## config.mk

```make
export PLATFORM = sky130hd
export DESIGN_NAME = pc_fetch_ctrl
export DESIGN_NICKNAME = d
export VERILOG_FILES = /design/src/rtl/mips_pkg.sv /design/src/rtl/branch_target_adder.sv /design/src/rtl/pc_fetch_ctrl.sv
export SDC_FILE = /design/constraint.sdc
export NUM_CORES = 1
export LEC_CHECK = 0
export BUFFER_PORTS_ARGS = -buffer_cell sky130_fd_sc_hd__clkbuf_2
export CAP_MARGIN = 0
export CELL_PAD_IN_SITES_DETAIL_PLACEMENT = 1
export CELL_PAD_IN_SITES_GLOBAL_PLACEMENT = 2
export CORE_MARGIN = 8
export CORE_UTILIZATION = 30
export DETAILED_ROUTE_END_ITERATION = 8
export PLACE_DENSITY = 0.75
export SYNTH_ARGS = -nofsm -noshare
export SYNTH_HDL_FRONTEND = slang
export SYNTH_SLANG_ARGS = --single-unit
```

## constraint.sdc

```tcl
create_clock -name clk -period 5.26 [get_ports clk]
set_input_delay 0.526 -clock clk [delete_from_list [all_inputs] [get_ports clk]]
set_output_delay 0.526 -clock clk [all_outputs]
set_load 0.005 [all_outputs]
```

## src/rtl/mips_pkg.sv

```systemverilog
// Shared MIPS core definitions: fetch FSM states, PC increment and reset vector.
package mips_pkg;

  typedef enum logic [1:0] {
    IDLE = 2'd0,
    REQ  = 2'd1,
    HOLD = 2'd2
  } fetch_state_e;

  localparam int unsigned PC_STEP          = 4;
  localparam logic [31:0] DEFAULT_RESET_PC = 32'h0000_0000;

endpackage

```

## src/rtl/branch_target_adder.sv

```systemverilog
// Branch target = PC+4 base plus pre-shifted word offset, wrapping modulo 2^WIDTH.
module branch_target_adder #(
  parameter int WIDTH = 32
) (
  input  logic [WIDTH-1:0] base_i,
  input  logic [WIDTH-1:0] offset_i,
  output logic [WIDTH-1:0] target_o
);

  assign target_o = base_i + offset_i;

endmodule

```

## src/rtl/pc_fetch_ctrl.sv

```systemverilog
// Instruction-fetch PC stage: imem req/ack master, IF/ID valid/ready source, redirect handling.
// Optional PC_ALIGN_CHECK_EN: flag and word-align misaligned redirect targets.
module pc_fetch_ctrl
  import mips_pkg::*;
#(
  parameter int               WIDTH    = 32,
  parameter logic [WIDTH-1:0] RESET_PC = WIDTH'(DEFAULT_RESET_PC)
) (
  input  logic             clk,
  input  logic             rst_n,
  input  logic             stall_i,
  input  logic             branch_taken_i,
  input  logic [WIDTH-1:0] branch_base_i,
  input  logic [WIDTH-1:0] branch_offset_i,
  input  logic             jump_i,
  input  logic [WIDTH-1:0] jump_target_i,
  output logic             imem_req_o,
  output logic [WIDTH-1:0] imem_addr_o,
  input  logic             imem_ack_i,
  input  logic [WIDTH-1:0] instr_i,
  output logic             if_valid_o,
  output logic [WIDTH-1:0] if_instr_o,
  output logic [WIDTH-1:0] if_pc_plus4_o,
  input  logic             if_ready_i,
  output logic             misalign_o
);

  fetch_state_e     state_q;
  logic [WIDTH-1:0] pc_q;
  logic [WIDTH-1:0] pend_q;
  logic             squash_q;
  logic             req_q;
  logic             valid_q;
  logic [WIDTH-1:0] instr_q;
  logic [WIDTH-1:0] pc_plus4_q;

  logic [WIDTH-1:0] branch_target;
  logic [WIDTH-1:0] redirect_raw;
  logic [WIDTH-1:0] redirect_target;
  logic [WIDTH-1:0] pc_inc;
  logic             redirect;

  branch_target_adder #(.WIDTH(WIDTH)) u_branch_target_adder (
    .base_i   (branch_base_i),
    .offset_i (branch_offset_i),
    .target_o (branch_target)
  );

  assign redirect     = branch_taken_i | jump_i;
  assign redirect_raw = branch_taken_i ? branch_target : jump_target_i;
  assign pc_inc       = pc_q + WIDTH'(PC_STEP);

`ifdef PC_ALIGN_CHECK_EN
  logic misalign_q;

  assign redirect_target = {redirect_raw[WIDTH-1:2], 2'b00};

  always_ff @(posedge clk or negedge rst_n) begin
    if (!rst_n)
      misalign_q <= 1'b0;
    else if (redirect && (redirect_raw[1:0] != 2'b00))
      misalign_q <= 1'b1;
  end

  assign misalign_o = misalign_q;
`else
  assign redirect_target = redirect_raw;
  assign misalign_o      = 1'b0;
`endif

  // NOTE: every register here updates with <= so all next-state terms read pre-edge values.
  always_ff @(posedge clk or negedge rst_n) begin
    if (!rst_n) begin
      state_q    <= IDLE;
      pc_q       <= RESET_PC;
      pend_q     <= '0;
      squash_q   <= 1'b0;
      req_q      <= 1'b0;
      valid_q    <= 1'b0;
      instr_q    <= '0;
      pc_plus4_q <= '0;
    end else begin
      case (state_q)
        IDLE: begin
          if (redirect) pc_q <= redirect_target;
          if (!stall_i) begin
            state_q <= REQ;
            req_q   <= 1'b1;
          end
        end
        REQ: begin
          if (imem_ack_i) begin
            if (squash_q || redirect) begin
              // Wrong-path data returns: drop it and restart from the newest target.
              pc_q     <= redirect ? redirect_target : pend_q;
              squash_q <= 1'b0;
              if (stall_i) begin
                state_q <= IDLE;
                req_q   <= 1'b0;
              end
            end else begin
              instr_q    <= instr_i;
              pc_plus4_q <= pc_inc;
              valid_q    <= 1'b1;
              pc_q       <= pc_inc;
              state_q    <= HOLD;
              req_q      <= 1'b0;
            end
          end else if (redirect) begin
            pend_q   <= redirect_target;
            squash_q <= 1'b1;
          end
        end
        HOLD: begin
          if (redirect || if_ready_i) begin
            valid_q <= 1'b0;
            if (redirect) pc_q <= redirect_target;
            state_q <= stall_i ? IDLE : REQ;
            req_q   <= !stall_i;
          end
        end
        default: begin
          state_q <= IDLE;
          req_q   <= 1'b0;
          valid_q <= 1'b0;
        end
      endcase
    end
  end

  assign imem_req_o    = req_q;
  assign imem_addr_o   = pc_q;
  assign if_valid_o    = valid_q;
  assign if_instr_o    = instr_q;
  assign if_pc_plus4_o = pc_plus4_q;

endmodule

```

# --- Word level (Yosys, flattened, before mapping) ---
# Index checks and enable logic that the tools add are counted.
word_totals:
  reg_bits: 133
  inputBits: 135
  wordCells: 61
classes:
  n_addsub: 2
  eq_ne: 8
  mux: 27
  bitwise_logic: 4
  reduce_logical: 12
op_table:
  columns: ["op", "n"]
  rows:
  - ["two-way mux 32 bit", 6]
  - ["case mux 32 bit (3 select lines)", 1]
  - ["adder 32 x 3 -> 32 bit (second input constant)", 1]
  - ["adder 32 bit", 1]
  - ["two-way mux 1 bit", 12]
  - ["two-way mux 2 bit", 5]
  - ["AND reduction 3 bit", 3]
  - ["inequality test 2 bit (second input constant)", 4]
  - ["AND reduction 4 bit", 2]
  - ["case mux 1 bit (3 select lines)", 2]
  - ["case mux 2 bit (3 select lines)", 1]
  - ["inequality test 3 bit (second input constant)", 1]
  - ["inverter 1 bit", 3]
  - ["nonzero test 3 bit", 1]
  - ["equality test 2 x 1 -> 1 bit (second input constant)", 1]
  - ["equality test 2 bit (second input constant)", 1]
  - ["zero test 2 bit", 1]
  - ["logical OR 1 bit", 2]
  - ["inequality test 2 x 1 -> 1 bit (second input constant)", 1]
  - ["AND reduction 2 bit", 1]
  - ["nonzero test 2 bit", 1]
  - ["zero test 1 bit", 1]
  - ["bitwise OR 1 bit", 1]

# --- Depth between registers and ports, before layout ---
# Gate-level depths: netlist of run 1.
depth:
  depth_word: 6
  depth_mapped: 11

# --- Cells and area by module ---
# Synthesis of run 1 repeated with hierarchy kept, for this count alone.
hier_totals:
  cells_unflattened: 1064
  hier_area_um2: 8943.6
by_module_without_submodules:
  columns: ["module", "n_inst", "cells_per_inst", "area_each_um2"]
  rows:
  - ["pc_fetch_ctrl", 1, 789, 6897.9]
  - ["branch_target_adder", 1, 275, 2045.7]

# --- Worst setup path after synthesis of run 1 ---
# No wires, ideal clock.
synth_timing:
  path_type: "input port to flip-flop"
  startpoint: "input port branch_base_i[0]"
  endpoint: "register pc_q[22], in the netlist imem_addr_o[22]"
  setup_ps: 119
  t_arrival_ps: 2728
  t_required_ps: 5141
  slack_ps: 2413
  cell_stages: 11
  path_buffers: 0
  cell_sequence: "ha_1 > inv_1 > fa_1 > nor2b_1 > o2111ai_1 > a21boi_1 > o211ai_1 > a2111oi_1 > mux2_2 > nand3_1 > nand2_1"
synth_via:
  elab_chain_len: 6
  elab_cells_between_ends: 8
  classes_between: "add/sub (1); mux (7)"
synth_lines:
  columns: ["item", "line", "rtl"]
  rows:
  - ["start: declaration", "pc_fetch_ctrl.sv:13", "input logic [WIDTH-1:0] branch_base_i,"]
  - ["adder 32 bit *", "branch_target_adder.sv:10", "assign target_o = base_i + offset_i;"]
  - ["two-way mux 32 bit *", "pc_fetch_ctrl.sv:50", "assign redirect_raw = branch_taken_i ? branch_target : jump_target_i;"]
  - ["two-way mux 32 bit", "pc_fetch_ctrl.sv:85, pc_fetch_ctrl.sv:117", null]
  - ["two-way mux 32 bit", "pc_fetch_ctrl.sv:93", "if (squash_q || redirect) begin"]
  - ["two-way mux 32 bit", "pc_fetch_ctrl.sv:92", "if (imem_ack_i) begin"]
  - ["case mux 32 bit (3 select lines) *", "pc_fetch_ctrl.sv:83", "case (state_q)"]
  - ["end signal: assignment", "pc_fetch_ctrl.sv:85", "if (redirect) pc_q <= redirect_target;"]
  - ["end signal: assignment", "pc_fetch_ctrl.sv:95", "pc_q <= redirect ? redirect_target : pend_q;"]
  - ["end signal: assignment", "pc_fetch_ctrl.sv:117", "if (redirect) pc_q <= redirect_target;"]
  - ["end: declaration", "pc_fetch_ctrl.sv:29", "logic [WIDTH-1:0] pc_q;"]
# Every way passes the cells marked *; elsewhere a longest branch is shown, timed or not. The select of a mux whose other input is x is not followed.
# A chain may end at the register's enable or synchronous reset.

# --- Worst setup path after layout of run 1 ---
layout_timing:
  startpoint: "register state_q[0]"
  endpoint: "register pend_q[21]"
layout_via:
  elab_chain_len: 2
layout_lines:
  columns: ["item", "line", "rtl"]
  rows:
  - ["start: declaration", "pc_fetch_ctrl.sv:28", "fetch_state_e state_q;"]
  - ["start signal: assignment", "pc_fetch_ctrl.sv:118", "state_q <= stall_i ? IDLE : REQ;"]
  - ["equality test 2 x 1 -> 1 bit", "pc_fetch_ctrl.sv:83", null]
  - ["AND reduction 2 bit (no line)", null, null]
  - ["end signal: assignment", "pc_fetch_ctrl.sv:110", "pend_q <= redirect_target;"]
  - ["end: declaration", "pc_fetch_ctrl.sv:30", "logic [WIDTH-1:0] pend_q;"]
# Every way passes these cells.

==> results.yml, run 1 <==
pwr:
  switchingPower_w: 0.00166
  combinationalPowerShare_pct: 33.5
  pwr-share-clk_pct: 28.9
  ir_drop_mv: 0.151
  leakagePower_nw: 5.00
  seqPwrFrac_pct: 37.6
  swShare_pct: 35.1
  power.internal_w: 0.00306
  powerDensity_mw_per_mm2: 439
global_route:
  grt_pass1_wl_um: 48700
  grt_pass1_vias: 8529
  grt_max_degree: 96
  grt_util_all_layers_pct: 18.0
  antenna_found_initial: 2
  overflow: 0
clock_network:
  hold_buffers: 0
  clkLatencyLatePin_ns: 0.43
  htree_levels: 4
  cts_made_buffers: 17
  root_buffer: "clkbuf_16"
  cts.repair.resized: 0
  cts_tree: "built"
  cts_setup_buffers: 0
  clock_sinks: 133
  clk_path_buf_depth: 2
  path_clk_slew_ns: 0.06
synth:
  synth_area_leaders: "dfrtp_1 (39%), mux2_2 (5.5%), nand2_1 (5.3%)"
  synth-seq-cells: 133
  synth_edf_count: 0
  yosysSeqAreaShare_pct: 38.8
  synth_cell_type_count: 78
  synth_top_area_share_pct: 38.8
  ys.flop_type: "dfrtp_1"
  yosys.area.top_type: "dfrtp_1"
  yosys_warnings: 0
  avgSynthCellArea_um2: 8.67
  ys_async_sr_fraction_pct: 100
  synthesis.instances: 989
  synth_area_mm2: 0.00858
  synth_fp_nets: 1157
critical_path:
  path_class: "reg2reg"
  cp_slowest_cell: "nor2_1"
  endpoint_kind: "register"
  worst_ep_arrival_time_ns: 3.49
  start_kind: "register"
  crit_fanout: 14
  slowest_delay_ns: 0.96
  worstPathCellList: "nor2b_1, nand2b_1, nor2_1, mux2_2"
  critical_path_buf_inv_count: 0
  critPathTopFamily: "simple AND/OR/NAND/NOR gates"
  cp.required_ns: 5.57
sta:
  fin_crit_ns: 3.18
  hold_viol_final: 0
  period_share_pct: 60.5
  finalSetupViolCount: 0
  rsz0062_at_grt: "false"
  finalClockSkew_ns: 0.0114
  worst_pin_slew_ns: 1.10
  holdWs_ns: 0.208
  max_freq_mhz: 314
  relSlewSlack_pct: 26.7
  drv_slew: 0
  fin_setup_tns_ns: 0
final_layout:
  fill_cells: 3474
  fin_nets: 1358
  antenna_cells: 0
  fin_area_mm2: 0.0107
  final_cell_mix: "clkbuf_2 (231), dfrtp_1 (133), nand2_1 (120)"
  seq_area_mm2: 0.00333
  final_common_cell: "clkbuf_2"
  drive_gt1_share_pct: 27.2
  area_delta_synth_final_pct: 25.3
  fin_cells: 1587
  multi_input_area_mm2: 0.00496
floorplan:
  die_h_um: 185
  fp.coreArea_mm2: 0.0284
  initial_core_util_pct: 30.2
  die_w_um: 185
  dieArea_mm2: 0.0343
  fp-row-count: 62
  io-pin-count: 234
drt:
  ant_nets: 0
  drt-total-wl_um: 30600
  drc: 0
  first_iter_violations: 386
  vias: 8169
  viasPerCell: 5.15
  wire_per_inst_um: 19.3
  drtPass1Iterations: 4
place:
  place_hpwl_um: 24000
  gp_congestion: 0.792
  port_buffers: 232
  dp_cells: 1555
  placed_cell_area_mm2: 0.0101
flow_run:
  drv_cap: 0
hold_path:
  worstHoldPathType: "in2async"
run_status:
  status: "finished clean"
[layout make-up]
cell class | count | share of cell area, %
Clock buffer | 21 | 4.19
Sequential cell | 133 | 31.0
Multi-Input combinational cell | 780 | 46.1
Clock inverter | 11 | 2.07
Inverter | 15 | 0.524
Tap cell | 384 | 4.47
Timing Repair Buffer | 243 | 11.6
[final timing paths]
path                                            endpoint  cells past startpoint              startpoint  slack (ns)
hold / removal                     pend_q[4]$_DFFE_PN0P_                      1                   rst_n        0.21
setup / recovery                  pend_q[21]$_DFFE_PN0P_                      4  state_q[0]$_DFFE_PN0P_        2.08
hold reg to reg                    pend_q[4]$_DFFE_PN0P_                      2   pend_q[4]$_DFFE_PN0P_        0.48
max in group asynchronous  if_pc_plus4_o[31]$_DFFE_PN0P_                      2                   rst_n        3.93
setup reg to reg                  pend_q[21]$_DFFE_PN0P_                      4  state_q[0]$_DFFE_PN0P_        2.08
min in group clk               if_instr_o[2]$_DFFE_PN0P_                      2              instr_i[2]        0.33
[cell families (layout without fill, tap and decap cells)]
group / after synthesis / count (layout) / synth area share [%]
DFF: 133 / 133 / 38.8
buffers and inverters: 76 / 290 / 3.53
adders and majority gates: 33 / 33 / 4.90
AOI/OAI and AO/OA: 302 / 302 / 22.3
and+or+nand+nor: 349 / 349 / 19.3
muxes: 50 / 50 / 6.46
other: 1 / 1 / 0.0437
xor gates and xnor gates: 45 / 45 / 4.60
[registers in the layout, summed over array words and instances, names as in the netlist]
| signal | count |
|---|---|
| if_instr_o | 32 |
| imem_addr_o | 32 |
| pend_q | 32 |
| if_pc_plus4_o | 32 |
| if_valid_o | 1 |
| squash_q | 1 |
| imem_req_o | 1 |
| state_q | 2 |
[synth_stat cells, drive strengths merged, types with 16 or more instances]
cell / n
dfrtp: 133
nand2: 121
and3: 20
a21oi: 70
a31oi: 22
o21ai: 95
nand3: 29
nor3: 17
nor2: 87
ha: 32
clkbuf: 51
mux2: 43
a21o: 16
xnor2: 30
[power groups by stage]
stage          Clock (W)  Combinational (W)  Sequential [W]
2_1_floorplan          0           0.000865         0.00172
3_3_place_gp           0            0.00158         0.00177
3_5_place_dp           0            0.00161         0.00180
4_1_cts          0.00140            0.00162         0.00178
5_1_grt          0.00143            0.00178         0.00184
6_report         0.00136            0.00158         0.00177
[through the flow]
stage                     worst slack (ns)  total power (W)  utilization (%)
after global routing                  1.88          0.00505             37.8
final                                 2.08          0.00471             37.8
after global placement                1.92          0.00335             35.5
after CTS                             2.10          0.00479             37.8
after floorplan                       2.41          0.00259                -
after detailed placement              1.85          0.00340             35.5
[metal layers]
layer  track usage, %  part of all wire (%)  wire [um]  vias to the layer above
met1             25.0                    49      14900                     3970
met4             4.51                  0.89        272                        4
met3             2.86                   4.5       1380                       19
li1                 -                     -          -                     3994
met5                0                 0.088         27                        -
met2             28.8                    46      14100                      182
(Power assumes the default switching activity.)
==> run 2: changes to the inputs <==
- clock period: 5.26 -> 3 ns (I/O delays scaled with it)
==> run 2 against run 1 <==
  * Die area is the same
  * Power grew 72%
  * First-iteration DRC count shrank 9.1%
  * Critical path depth grew 4
  * Wire length grew 2.6%
  * Register-to-register slack lost 1.8 ns
  * Sequential cell count is the same
  * Non-clock buffer count grew 38
  * Clock power grew 55%
  * Worst hold slack lost 0.099 ns
==> results.yml, run 2 (same netlist as run 1, synthesis figures left out) <==
drt:
  wire_per_inst_um: 19.3
  first_iter_violations: 351
  top_layer_used: "met5"
  vias: 8385
  drt-total-wl_um: 31400
  wirelength_met1_um: 15000
  dr_wl_met3_um: 1590
  wl_met2_um: 14500
  ant_nets: 0
  viasPerCell: 5.16
  drc: 0
  drtPass1Iterations: 5
pwr:
  powerDensity_mw_per_mm2: 739
  ir_drop_mv: 0.300
  switchingPower_w: 0.00296
  swShare_pct: 36.5
  power.internal_w: 0.00514
  combinationalPowerShare_pct: 36.0
  leakagePower_nw: 5.15
  seqPwrFrac_pct: 38.0
  pwr-share-clk_pct: 26.0
floorplan:
  fp.coreArea_mm2: 0.0284
  die_h_um: 185
  initial_core_util_pct: 30.2
  die_w_um: 185
  fp-row-count: 62
  io-pin-count: 234
  dieArea_mm2: 0.0343
critical_path:
  worstPathCellList: "nand3_1, or3_1, nor4_1, xnor2_1, nor2_1, a2111oi_0, o21ai_1, o211a_1"
  worst_ep_arrival_time_ns: 3.03
  start_kind: "register"
  critical_path_buf_inv_count: 0
  path_class: "reg2reg"
  crit_fanout: 8
  cp.required_ns: 3.31
  critPathTopFamily: "simple AND/OR/NAND/NOR gates"
  endpoint_kind: "register"
  slowest_delay_ns: 0.60
  cp_slowest_cell: "dfrtp_1"
clock_network:
  root_buffer: "clkbuf_16"
  clock_sinks: 133
  cts_made_buffers: 17
  path_clk_slew_ns: 0.06
  cts.repair.resized: 0
  htree_levels: 4
  clk_path_buf_depth: 2
  cts_tree: "built"
  clkLatencyLatePin_ns: 0.42
global_route:
  grt_pass1_vias: 8616
  overflow: 0
  grt_util_all_layers_pct: 18.3
  grt_pass1_wl_um: 49400
  antenna_found_initial: 2
  grt_max_degree: 71
place:
  port_buffers: 232
  gp_congestion: 0.800
  place_hpwl_um: 25100
  place_ws_ns: -0.0369
  dp_cells: 1592
sta:
  layout_setup_ws_ns: 0.284
  period_share_pct: 90.5
  rsz0062_at_grt: "false"
  worst_pin_slew_ns: 0.717
  relSlewSlack_pct: 52.2
  fin_crit_ns: 2.72
  hold_viol_final: 0
  finalClockSkew_ns: 0.0100
  drv_slew: 0
  max_freq_mhz: 368
  finalSetupViolCount: 0
final_layout:
  final_cell_mix: "clkbuf_2 (231), dfrtp_1 (133), nand2_1 (120)"
  antenna_cells: 0
  final_util_pct: 38.6
  final_common_cell: "clkbuf_2"
  fin_cells: 1625
  fin_nets: 1396
  area_delta_synth_final_pct: 27.9
  drive_gt1_share_pct: 29.3
run_status:
  status: "finished clean"
flow_run:
  drv_cap: 0
hold_path:
  worstHoldPathType: "in2reg"
-- run 2: metrics by stage --
| stage | setup TNS [ns] | instance area (um2) | hold slack [ns] | total power, W |
|---|---|---|---|---|
| 6_report | 0 | 11000 | 0.109 | 0.00810 |
| 4_1_cts | 0 | 11000 | 0.0892 | 0.00822 |
| 3_3_place_gp | -0.0783 | 10400 | 0.381 | 0.00596 |
| 2_1_floorplan | 0 | 8580 | 0.00441 | 0.00454 |
| 3_5_place_dp | -0.0821 | 10400 | 0.375 | 0.00607 |
| 5_1_grt | 0 | 11000 | 0.0964 | 0.00868 |
-- run 2: power by group through the flow --
stage | clock network [W] | registers (W) | logic (W)
global route | 0.00223 | 0.00319 | 0.00326
floorplan | 0 | 0.00302 | 0.00152
finish | 0.00211 | 0.00308 | 0.00291
detailed placement | 0 | 0.00312 | 0.00295
global placement | 0 | 0.00306 | 0.00290
CTS | 0.00217 | 0.00308 | 0.00297
-- run 2: final cells by class --
cell class,count,area (um2)
tap,384,480
timing repair buffer,281,1550
clock inverter,9,119
sequential,133,3330
inverter,15,56.3
multi-input combinational,780,4960
fill,3453,17400
clock buffer,23,478
-- run 2: path summary, 6_finish.rpt --
path	start	end	slack, ns	cells after the start
max in group asynchronous	rst_n	if_pc_plus4_o[23]$_DFFE_PN0P_	1.77	3
worst min-delay path	instr_i[4]	if_instr_o[4]$_DFFE_PN0P_	0.11	2
min in group asynchronous	rst_n	pend_q[6]$_DFFE_PN0P_	0.45	2
worst max-delay path	imem_addr_o[2]$_DFFE_PN0P_	imem_addr_o[31]$_DFFE_PN0P_	0.28	8
worst max register to register	imem_addr_o[2]$_DFFE_PN0P_	imem_addr_o[31]$_DFFE_PN0P_	0.28	8
worst min register to register	if_pc_plus4_o[11]$_DFFE_PN0P_	if_pc_plus4_o[11]$_DFFE_PN0P_	0.48	2
-- run 2: layer usage --
| metal | vias up | GRT usage, % |
|---|---|---|
| met5 | - | 0 |
| met4 | 4 | 4.35 |
| met3 | 25 | 3.08 |
| met2 | 214 | 29.6 |
| met1 | 4076 | 25.1 |
| li1 | 4066 | - |
-- run 2: what timing repair did --
item | 4_1_cts | 5_1_grt
hold endpoints to repair | 68 | 0
endpoints found under the setup margin | 0 | 0
buffers inserted | 0 | 0
hold buffers | 1 | 0
